## config.mk

```make
export PLATFORM = sky130hd
export DESIGN_NAME = mac_sequencer
export DESIGN_NICKNAME = d
export VERILOG_FILES = /design/src/rtl/mac_sequencer.sv
export SDC_FILE = /design/constraint.sdc
export NUM_CORES = 1
export LEC_CHECK = 0
export CAP_MARGIN = 20
export CELL_PAD_IN_SITES_DETAIL_PLACEMENT = 0
export CELL_PAD_IN_SITES_GLOBAL_PLACEMENT = 2
export CORE_ASPECT_RATIO = 1.5
export CORE_MARGIN = 8
export CORE_UTILIZATION = 30
export DETAILED_ROUTE_END_ITERATION = 8
export GPL_TIMING_DRIVEN = 0
export PLACE_DENSITY = 0.85
export SLEW_MARGIN = 10
export SYNTH_ARGS = -nofsm -noshare
export SYNTH_HDL_FRONTEND = slang
export SYNTH_SLANG_ARGS = --single-unit
```

## constraint.sdc

```tcl
create_clock -name clk -period 2.68 [get_ports clk]
set_input_delay 0.804 -clock clk [delete_from_list [all_inputs] [get_ports clk]]
set_output_delay 0.804 -clock clk [all_outputs]
set_load 0.05 [all_outputs]
```

## src/rtl/mac_sequencer.sv

```systemverilog
// Dot-product sequencer for the MAC datapath: walks the shared operand SRAM address,
// drives MAC clear/enable and captures the final accumulator value.
module mac_sequencer #(
  parameter int unsigned ADDR_W  = 3,
  parameter int unsigned DATA_W  = 16,
  parameter int unsigned MAC_LAT = 1
) (
  input  logic              clk,
  input  logic              rst,
  input  logic              start,
  input  logic              abort,
  input  logic [ADDR_W:0]   len,
  input  logic              step_mode,
  input  logic              step,
  output logic [ADDR_W-1:0] sram_addr,
  output logic              sram_cs_n,
  output logic              sram_oe_n,
  output logic              mac_clr,
  output logic              mac_en,
  input  logic [DATA_W-1:0] mac_result,
  output logic [DATA_W-1:0] result,
  output logic              result_valid,
  output logic              busy,
  output logic              done
);

  localparam int unsigned DEPTH    = 1 << ADDR_W;
  localparam int unsigned LEN_W    = ADDR_W + 1;
  localparam int unsigned CNT_W    = 3;
  localparam int unsigned LAT_LAST = (MAC_LAT > 0) ? MAC_LAT - 1 : 0;

  typedef enum logic [1:0] {IDLE, ISSUE, DRAIN, DONE} state_t;

  state_t              state_q;
  logic [ADDR_W-1:0]   idx_q;
  logic [ADDR_W-1:0]   last_q;
  logic                step_mode_q;
  logic [CNT_W-1:0]    cnt_q;
  logic [DATA_W-1:0]   result_q;
  logic                valid_q;
  logic [LEN_W-1:0]    len_clamped;
  logic                advance;

  assign len_clamped = (len > LEN_W'(DEPTH)) ? LEN_W'(DEPTH) : len;
  // In step mode a term is consumed only on a step pulse; free mode consumes one per cycle.
  assign advance     = step_mode_q ? step : 1'b1;

  always_ff @(posedge clk or negedge rst) begin
    if (!rst) begin
      state_q     <= IDLE;
      idx_q       <= '0;
      last_q      <= '0;
      step_mode_q <= 1'b0;
      cnt_q       <= '0;
      result_q    <= '0;
      valid_q     <= 1'b0;
    end else if (abort) begin
      state_q <= IDLE;
      idx_q   <= '0;
      cnt_q   <= '0;
      valid_q <= 1'b0;
    end else begin
      case (state_q)
        IDLE: begin
          if (start) begin
            step_mode_q <= step_mode;
            last_q      <= ADDR_W'(len_clamped - LEN_W'(1));
            idx_q       <= '0;
            if (len_clamped == '0) begin
              result_q <= '0;
              valid_q  <= 1'b1;
              state_q  <= DONE;
            end else begin
              valid_q <= 1'b0;
              state_q <= ISSUE;
            end
          end
        end
        ISSUE: begin
          if (advance) begin
            if (idx_q == last_q) begin
              idx_q <= '0;
              cnt_q <= '0;
              if (MAC_LAT > 0) begin
                state_q <= DRAIN;
              end else begin
                result_q <= mac_result;
                valid_q  <= 1'b1;
                state_q  <= DONE;
              end
            end else begin
              idx_q <= idx_q + ADDR_W'(1);
            end
          end
        end
        DRAIN: begin
          // Wait out the MAC pipeline before sampling the accumulator.
          if (cnt_q == CNT_W'(LAT_LAST)) begin
            result_q <= mac_result;
            valid_q  <= 1'b1;
            state_q  <= DONE;
          end else begin
            cnt_q <= cnt_q + CNT_W'(1);
          end
        end
        DONE:    state_q <= IDLE;
        default: state_q <= IDLE;
      endcase
    end
  end

  // Outputs decode registered state only; reset therefore deselects the SRAMs immediately.
  assign busy         = (state_q != IDLE);
  assign done         = (state_q == DONE);
  assign mac_clr      = (state_q == IDLE);
  assign sram_cs_n    = (state_q != ISSUE);
  assign sram_oe_n    = (state_q != ISSUE);
  assign sram_addr    = (state_q == ISSUE) ? idx_q : '0;
  assign mac_en       = (state_q == ISSUE) && (step_mode_q ? (step && !abort) : 1'b1);
  assign result       = result_q;
  assign result_valid = valid_q;

endmodule

```

## After elaboration in Yosys (flattened, before gate mapping)

Cells that the tools add are included.

| operators by class | value |
|---|---|
| add/subtract/negate cells | 3 |
| $mul | 0 |
| reductions and logical operators | 17 |
| shift operators | 0 |
| bitwise operators | 1 |
| mux-type cells | 30 |
| $lt $le $gt $ge | 1 |
| equal/unequal tests | 13 |
| div/mod/pow operators | 0 |

Operator list:

| kind | number |
|---|---|
| two-way mux 16 bit | 3 |
| case mux 16 bit (2 select lines) | 1 |
| two-way mux 3 bit | 9 |
| inequality test 3 bit, second input constant | 5 |
| two-way mux 2 bit | 6 |
| case mux 3 bit (2 select lines) | 2 |
| AND reduction 3 bit | 3 |
| nonzero test 3 bit | 3 |
| case mux 2 bit (4 select lines) | 1 |
| AND reduction 4 bit | 2 |
| adder 3 x 1 -> 3 bit, second input constant | 2 |
| two-way mux 1 bit | 6 |
| AND reduction 5 bit | 1 |
| equality test 2 bit, second input constant | 2 |
| greater-than comparator 4 bit, second input constant | 1 |
| logical NOT 4 bit | 1 |
| two-way mux 4 bit | 1 |
| inequality test 2 x 1 -> 1 bit, second input constant | 2 |
| inequality test 2 bit, second input constant | 2 |
| nonzero test 2 bit | 2 |
| equality test 3 bit | 1 |
| logical NOT 3 bit | 1 |
| subtractor 3 x 1 -> 3 bit, second input constant | 1 |
| equality test 2 x 1 -> 1 bit, second input constant | 1 |
| 5 further kinds | 6 |

| word-level totals | value |
|---|---|
| latch bits | 0 |
| memories kept | 0 |
| flip-flop bits (word level) | 29 |
| memory bits (read-only) | 0 |
| bits in writable memories | 0 |
| input bits | 26 |

## Logic depth before layout (Yosys ltp)

Gate-level depths: netlist of run 1.

| depth | value |
|---|---|
| depth in word-level cells | 7 |
| depth in mapped cells | 9 |
| gate-level depth less buffers | 6 |

## Worst setup path after synthesis of run 1

Ideal clock, no wire load.

| timing path | value |
|---|---|
| path type | input-to-output |
| start point | in abort |
| end point | out mac_en |
| data arrival time | 1.889 ns |
| path buffers | 1 |
| slack | -0.013 ns |
| stages on the path | 4 |
| cells stage by stage | clkbuf_1 inv_1 nand2_1 a21oi_1 |

| between the ends | value |
|---|---|
| cells in the longest elaborated chain, start to end | 4 |

RTL lines:

| element | line | source |
|---|---|---|
| from (decl) | 11 | `input logic abort,` |
| logical NOT 1 bit | 119 | `assign mac_en = (state_q == ISSUE) && (step_mode_q ? (step && !abort) : 1'b1);` |
| logical AND 1 bit | 119 |  |
| two-way mux 1 bit | 119 |  |
| logical AND 1 bit | 119 |  |
| to (decl) | 19 | `output logic mac_en,` |

No other way between the ends.

## Final worst setup path of run 1

| timing path | value |
|---|---|
| start point | reg state_q[0] |
| end point | out mac_clr |

| between the ends | value |
|---|---|
| cells in the longest elaborated chain, start to end | 1 |

RTL lines:

| element | line | source |
|---|---|---|
| from (decl) | 34 | `state_t state_q;` |
| from (signal assigned) | 50 | `state_q <= IDLE;` |
| from (signal assigned) | 58 | `state_q <= IDLE;` |
| from (signal assigned) | 72 | `state_q <= DONE;` |
| logical NOT 2 bit | 115 | `assign mac_clr = (state_q == IDLE);` |
| to (decl) | 18 | `output logic mac_clr,` |

No other way between the ends.

==> metrics.md, run 1 <==
| Metric | Value |
|---|---|
| Largest family of logic cells by synthesized area | `simple AND/OR/NAND/NOR gates` |
| RSZ-0062 raised after global routing | `no` |
| Final Hold Slack | `slightly above 0.5 ns` |
| Die ar. | `0.00807 sq mm` |
| #FFs+latches synth | `29` |
| CTS max path bufs | `2` |
| Row Count | `33` |
| Worst Slack Setup Final | `0.0824 ns` |
| Final Hold Fails | `0` |
| Synth Area in Adders | `6.16%` |
| Crit path largest cell delay | `0.81 ns` |
| Post-synth top flop | `dfrtp_1` |
| TritonCTS buffer count | `5` |
| Register area share after synthesis | `~45%` |
| Crit-path max FO | `5` |
| Synth top cells by count | `dfrtp_1, inv_1, nand2_1` |
| PortBufs | `50` |
| WP buf/inv | `2` |
| Complex-gate fraction of the synthesized area | `a little over 10%` |
| P_leak | `0.00108 uW` |
| Total track usage | `10.1%` |
| MaxCap Viol Count | `0` |
| Cell breakdown of the critical path | `inv_1, ha_1, clkdlybuf4s50_1` |
| DRT antenna net count | `0` |
| Syn-to-layout area delta | `40.8%` |
| First DRT Iteration DRCs | `18` |
| CTS Sinks | `29` |
| Worst Path Class, Setup | `register to output pin` |
| Final GP Congestion | `around 0.76` |
| Antenna diodes | `0` |
| Clock slew at reported path FFs | `0.06 ns` |
| Ports | `between 50 and 60` |
| Peak supply drop | `312 uV` |
| CTS tree | `yes` |
| Final setup TNS | `0 ns` |
| Netlist cell types | `36` |
| Final setup vio count | `0` |
| Syn Area/Cell | `10.0 sq um` |
| Area leader, netlist | `dfrtp_1` |
| Count of TritonRoute iterations in the first routing pass | `4` |
| Simple-Gate Fraction of Synth Area | `14.1%` |
| Synth Area in XOR/XNOR | `2.16%` |
| Yosys top cell area share | `between 40% and 50%` |
| Met3 GRT Util | `between 3 and 4%` |
| Die Y | `106 microns` |
| Initial antenna violation count | `0` |
| Setup Slack @ Placement | `-0.460 ns` |
| Met1 Use GR | `10.5%` |
| Worst-Skew Late Latency | `0.28 ns` |
| Post-DR wirelength/cell | `13.2 microns` |
| Hold Startpoint | `result[3]$_DFFE_PN0P_` |
| Slew @ Worst Pin | `around 0.66 ns` |
| Top-count cell post-synth | `dfrtp_1` |
| M2 GR Usage | `17.5%` |
| Fin nets | `253` |
| Ratio of final minimum period to clock period | `96.9%` |
| Vias in the first global route | `1,421` |
| Hold crit path type | `register to register` |
| Gate Count Post-Synth | `162` |
| CTS Hold Bufs | `0` |
| Min Clock Period, post-route | `2.60 ns` |
| DP HPWL | `roughly 3000 microns` |
| Root buf cell | `clkbuf_8` |
| Number of fill cells in the layout | `530` |
| Synth area leaders | `dfrtp_1, mux2i_1, ha_1` |
| Startpoint class of the critical path | `register` |
| Synth warn | `0` |
| First-pass GRT wire length | `6640 microns` |
| Overall die width | `76.1 microns` |
| Worst Setup SP | `state_q[0]$_DFFE_PN0P_` |
| Largest net degree at the start of global routing | `30` |
| CORE AREA | `0.00533 sq mm` |
| Cell family with most CP delay | `buffers and inverters` |
| Critical path's slowest cell | `clkdlybuf4s50_1` |
| Grt peak-use layer | `met2` |
| Relative slew slack | `around 56%` |
| Post-route DRC | `0` |
| Highest Clock Rate | `0.385 GHz` |
| Layout cells sized above 1 | `9.13%` |
| Outcome | `completed` |
| Post-synthesis mux area share | `13.3%` |
| Ratio of total power to cell area | `1040 mW/mm^2` |
| Syn Nets | `slightly below 200` |
| Reg-to-reg startpoint | `state_q[0]$_DFFE_PN0P_` |
| Grt total ovfl | `0` |
| Worst Setup End Kind | `output pin` |
| Crit path DAT | `approximately 1.8 ns` |
| Post-synth EDFFs | `0` |
| Initial Utilization | `30.5%` |
| Async SR Flop Fraction | `between 90% and 100%` |
| Post-Syn Area | `0.00162 sq mm` |
| Slew Viols, Final | `0` |
| CTS H-tree lvls | `2` |
| DR vias | `1,308` |
| Routed vias/inst | `4.53` |
| Skew final | `0.00384 ns` |
| Required @ worst endpoint | `1.88 ns` |
| Drt total wl | `around 3800 microns` |
## layout by cell type, fill, tap and decap left out, drive strengths merged, types with 3 or more instances in the layout
master          n
a21oi           6
mux2            4
nand2b          6
inv            25
dlygate4sd2     6
nor2b           3
mux2i          17
nand2          20
ha              8
and2            4
buf             6
xnor2           4
clkbuf         11
dfrtp          29
clkdlybuf4s50  41
or3             4
o21ai           6
## routing by layer
metal | up-vias | part of all wire, %
met5 | - | 0
met4 | 0 | 2.3
met3 | 5 | 5.7
met2 | 37 | 50
met1 | 620 | 42
li1 | 646 | -
## layout make-up
| class | count | area, sq um | share of cell area (%) |
|---|---|---|---|
| Tap cell | 70 | 87.6 | 3.83 |
| Inverter | 25 | 93.8 | 4.11 |
| Timing Repair Buffer | 50 | 478 | 20.9 |
| Multi-Input combinational cell | 101 | 757 | 33.1 |
| Clock buffer | 7 | 86.3 | 3.78 |
| Buffer | 7 | 57.6 | 2.52 |
| Sequential cell | 29 | 726 | 31.7 |
## worst reg2reg max path, stage by stage, from the launching register on
cell	delay, ns
dfrtp_1	0.41
inv_1	0.08
ha_1	0.22
buf_4	0.17
mux2_1	0.31
a21oi_1	0.31
nor2_1	0.14
mux2_2	0.27
## final timing paths
kind	endpoint	slack [ns]	cells past startpoint
max reg2reg	idx_q[0]$_DFFE_PN0P_	0.64	7
max in group asynchronous	result[11]$_DFFE_PN0P_	1.69	1
min	result[3]$_DFFE_PN0P_	0.51	2
max	mac_clr	0.08	3
min reg2reg	result[3]$_DFFE_PN0P_	0.51	2
min in group asynchronous	result[3]$_DFFE_PN0P_	0.56	1
## cells by family (layout without fill, tap and decap cells)
| group | after synthesis | after routing |
|---|---|---|
| AND/OR/NAND/NOR | 44 | 44 |
| buffers and inverters | 32 | 89 |
| flip-flops | 29 | 29 |
| AO/OA/AOI/OAI | 24 | 24 |
| multiplexers | 21 | 21 |
| adder cells (fa/ha/maj) | 8 | 8 |
| XOR/XNOR | 4 | 4 |
## per-stage QoR
stage | power [uW] | cells | utilization (%) | cell area (sq um)
floorplan | 1620 | 162 | - | 1630
finish | 2380 | 289 | 42.9 | 2290
detailed placement | 2070 | 282 | 41.5 | 2210
global placement | 2060 | 282 | 41.6 | 2220
CTS | 2430 | 289 | 43.0 | 2290
global route | 2540 | 289 | 42.9 | 2290
## flip-flops by register name (all words and copies together), names as in the netlist
signal and flops:
last_q 3, cnt_q 3, result_valid 1, step_mode_q 1, result 16, state_q 2
idx_q 3
## report_power, final
part	total, uW	switching (uW)	internal [uW]
clock network	358	155	203
registers	697	99.3	598
logic	1330	869	458
## repair_timing
action | in CTS | in global routing
buffers inserted | 0 | 0
endpoints found under the setup margin | 9 | 1
resized for setup | 14 | 1
Power figures use the tool's default switching activity.
==> run 2: changes to the inputs <==
--- a/config.mk
+++ b/config.mk
@@ -6,14 +6,12 @@
 export NUM_CORES = 1
 export LEC_CHECK = 0
 export CAP_MARGIN = 20
-export CELL_PAD_IN_SITES_DETAIL_PLACEMENT = 0
-export CELL_PAD_IN_SITES_GLOBAL_PLACEMENT = 2
 export CORE_ASPECT_RATIO = 1.5
 export CORE_MARGIN = 8
-export CORE_UTILIZATION = 30
+export CORE_UTILIZATION = 49
 export DETAILED_ROUTE_END_ITERATION = 8
 export GPL_TIMING_DRIVEN = 0
-export PLACE_DENSITY = 0.85
+export PLACE_DENSITY = 0.84
 export SLEW_MARGIN = 10
 export SYNTH_ARGS = -nofsm -noshare
 export SYNTH_HDL_FRONTEND = slang
==> run 2 against run 1 <==
Net effect:
- fmax is 0.28% higher
- non-clock buffer count stayed put
- largest cell class unchanged
- combinational power hardly changed
- final area is 1.4% lower
==> metrics.md, run 2 (synthesis results as in run 1) <==
| Metric | Value |
|---|---|
| Outcome | `completed` |
| Startpoint class of the critical path | `register` |
| Met2 WL | `2070 microns (+8.6%)` |
| Most common cell after layout, fill and taps aside | `clkdlybuf4s50_1` |
| Dpl cell area | `0.00217 sq mm (-1.7%)` |
| Area of the multi-input gates | `757 sq um (unchanged)` |
| Worst Setup SP | `state_q[1]$_DFFE_PN0P_` |
| Routed vias/inst | `5.22 (+15%)` |
| Final Cell Area | `0.00225 sq mm (-1.4%)` |
| DR vias | `1,356 (+3.7%)` |
| Finished Layout Cells | `260 (-10%)` |
| Overall die width | `63.0 microns (-17%)` |
| CTS tree | `yes` |
| Worst-Skew Late Latency | `0.28 ns (about the same)` |
| Reg-to-reg startpoint | `state_q[1]$_DFFE_PN0P_` |
| Die ar. | `0.00545 sq mm (-32%)` |
| Drt total wl | `4000 microns (+5.2%)` |
| Final GP Congestion | `0.781 (+2.1%)` |
| CTS max path bufs | `2 (unchanged)` |
| Grt total ovfl | `0 (unchanged)` |
| Worst Slack Setup Final | `0.0897 ns (+0.00730 ns)` |
| Vias in the first global route | `1,471 (+3.5%)` |
| Final Hold Fails | `0 (unchanged)` |
| CORE AREA | `0.00316 sq mm (-41%)` |
| Slew Viols, Final | `0 (unchanged)` |
| Layout cells sized above 1 | `10.0% (+0.87 points)` |
| DRT antenna net count | `0 (unchanged)` |
| CTS Sinks | `29 (unchanged)` |
| MaxCap Viol Count | `0 (unchanged)` |
| Most frequent cells in the layout | `clkdlybuf4s50_1, dfrtp_1, inv_1` |
| Ratio of total power to cell area | `1070 mW/mm^2 (+2.2%)` |
| Relative slew slack | `56.9% (+1.0 points)` |
| Crit-path max FO | `7 (+2)` |
| Row Count | `25 (-24%)` |
| Final setup vio count | `0 (unchanged)` |
| Met1 wire length | `1530 microns (-4.6%)` |
| Ratio of final minimum period to clock period | `96.7% (-0.27 points)` |
| Crit path DAT | `1.79 ns (about the same)` |
| Initial Utilization | `51.4% (+21 points)` |
| Root buf cell | `clkbuf_8` |
| DP HPWL | `3160 microns (+6.7%)` |
| Initial antenna violation count | `0 (unchanged)` |
| Setup repair bufs after CTS | `0 (unchanged)` |
| FF-to-FF setup slack | `0.72 ns (+0.08 ns)` |
| PortBufs | `50 (unchanged)` |
| Final setup TNS | `0 ns (unchanged)` |
| Min Clock Period, post-route | `2.59 ns (-0.00730 ns)` |
| Total track usage | `15.2% (+5.1 points)` |
| Slew @ Worst Pin | `0.647 ns (-0.0154 ns)` |
| Register area | `726 sq um (unchanged)` |
| Setup Slack @ Placement | `-0.426 ns (+0.0341 ns)` |
| CTS Hold Bufs | `0 (unchanged)` |
| Post-route DRC | `0 (unchanged)` |
| Worst Reg-to-Reg Cells | `7 (unchanged)` |
| Count of TritonRoute iterations in the first routing pass | `4 (unchanged)` |
| Syn-to-layout area delta | `38.8%` |
| Ports | `52 (unchanged)` |
| DR top layer | `met4` |
| DR WL met3 | `339 microns (+58%)` |
| CP endpoint | `sram_addr[1]` |
| Worst Setup End Kind | `output pin` |
| First DRT Iteration DRCs | `46 (+28)` |
| Hold crit path type | `register to register` |
| Clock slew at reported path FFs | `0.06 ns (about the same)` |
| FF-to-FF End | `idx_q[0]$_DFFE_PN0P_` |
| Number of fill cells in the layout | `233 (-56%)` |
| P_leak | `0.00109 uW (+0.27%)` |
| Placed insts | `252 (-11%)` |
| Post-DR wirelength/cell | `15.4 microns (+17%)` |
| Antenna diodes | `0 (unchanged)` |
| Final Hold Slack | `0.507 ns (-0.00773 ns)` |
| Worst Path Class, Setup | `register to output pin` |
| Skew final | `0.00302 ns (-0.000822 ns)` |
| Peak supply drop | `643 uV (+110%)` |
| First-pass GRT wire length | `6750 microns (+1.6%)` |
| RSZ-0062 raised after global routing | `no` |
| Max FFs per register | `16 (unchanged)` |
| Die Y | `86.5 microns (-18%)` |
| CTS H-tree lvls | `2 (unchanged)` |
| Required @ worst endpoint | `1.88 ns (about the same)` |
| Largest net degree at the start of global routing | `30 (unchanged)` |
| TritonCTS buffer count | `5 (unchanged)` |
| Highest Clock Rate | `0.386 GHz (+0.28%)` |
| Fin nets | `253 (unchanged)` |
[run 2: critical path: stages (launching register included)]
cell and delay [ns]:
dfrtp_1 0.42, inv_1 0.10, ha_1 0.29, and2_1 0.16
dlygate4sd2_1 0.53
[run 2: layout make-up]
type	instances	area share [%]
timing repair buffer	50	21.6
multi-input combinational	101	33.6
buffer	7	2.55
sequential	29	32.2
clock buffer	6	3.22
clock inverter	2	0.444
inverter	25	4.16
tap	40	2.22
[run 2: through the flow]
step	utilization, %	power, uW
finish	71.3	2400
global route	71.3	2530
CTS	71.3	2430
detailed placement	68.8	2090
global placement	69.0	2040
floorplan	-	1620
[run 2: report_power, final]
group          internal, uW  total (uW)  switching, uW
Combinational           461        1350            892
Clock                   179         347            168
Sequential              598         701            103
Total                  1240        2400           1160
[run 2: how the worst min path moves through the flow]
stage                            end             startpoint  cells past startpoint
3_3_place_gp   result[3]$_DFFE_PN0P_  result[3]$_DFFE_PN0P_                      2
5_1_grt        result[3]$_DFFE_PN0P_  result[3]$_DFFE_PN0P_                      2
3_5_place_dp   last_q[1]$_DFFE_PN0P_  last_q[1]$_DFFE_PN0P_                      2
2_1_floorplan  last_q[1]$_DFFE_PN0P_  last_q[1]$_DFFE_PN0P_                      2
6_report       last_q[1]$_DFFE_PN0P_  last_q[1]$_DFFE_PN0P_                      2
4_1_cts        last_q[1]$_DFFE_PN0P_  last_q[1]$_DFFE_PN0P_                      2
[run 2: repair_timing]
| action | 4_1_cts | 5_1_grt |
|---|---|---|
| endpoints found under the setup margin | 7 | 14 |
| resized for setup | 11 | 8 |
| pin swaps | 0 | 0 |
[run 2: metal layers]
layer,vias to the layer above,GRT usage (%)
met5,-,0
met4,0,6.25
met3,7,5.81
met2,57,28.4
met1,644,14.5
li1,648,-
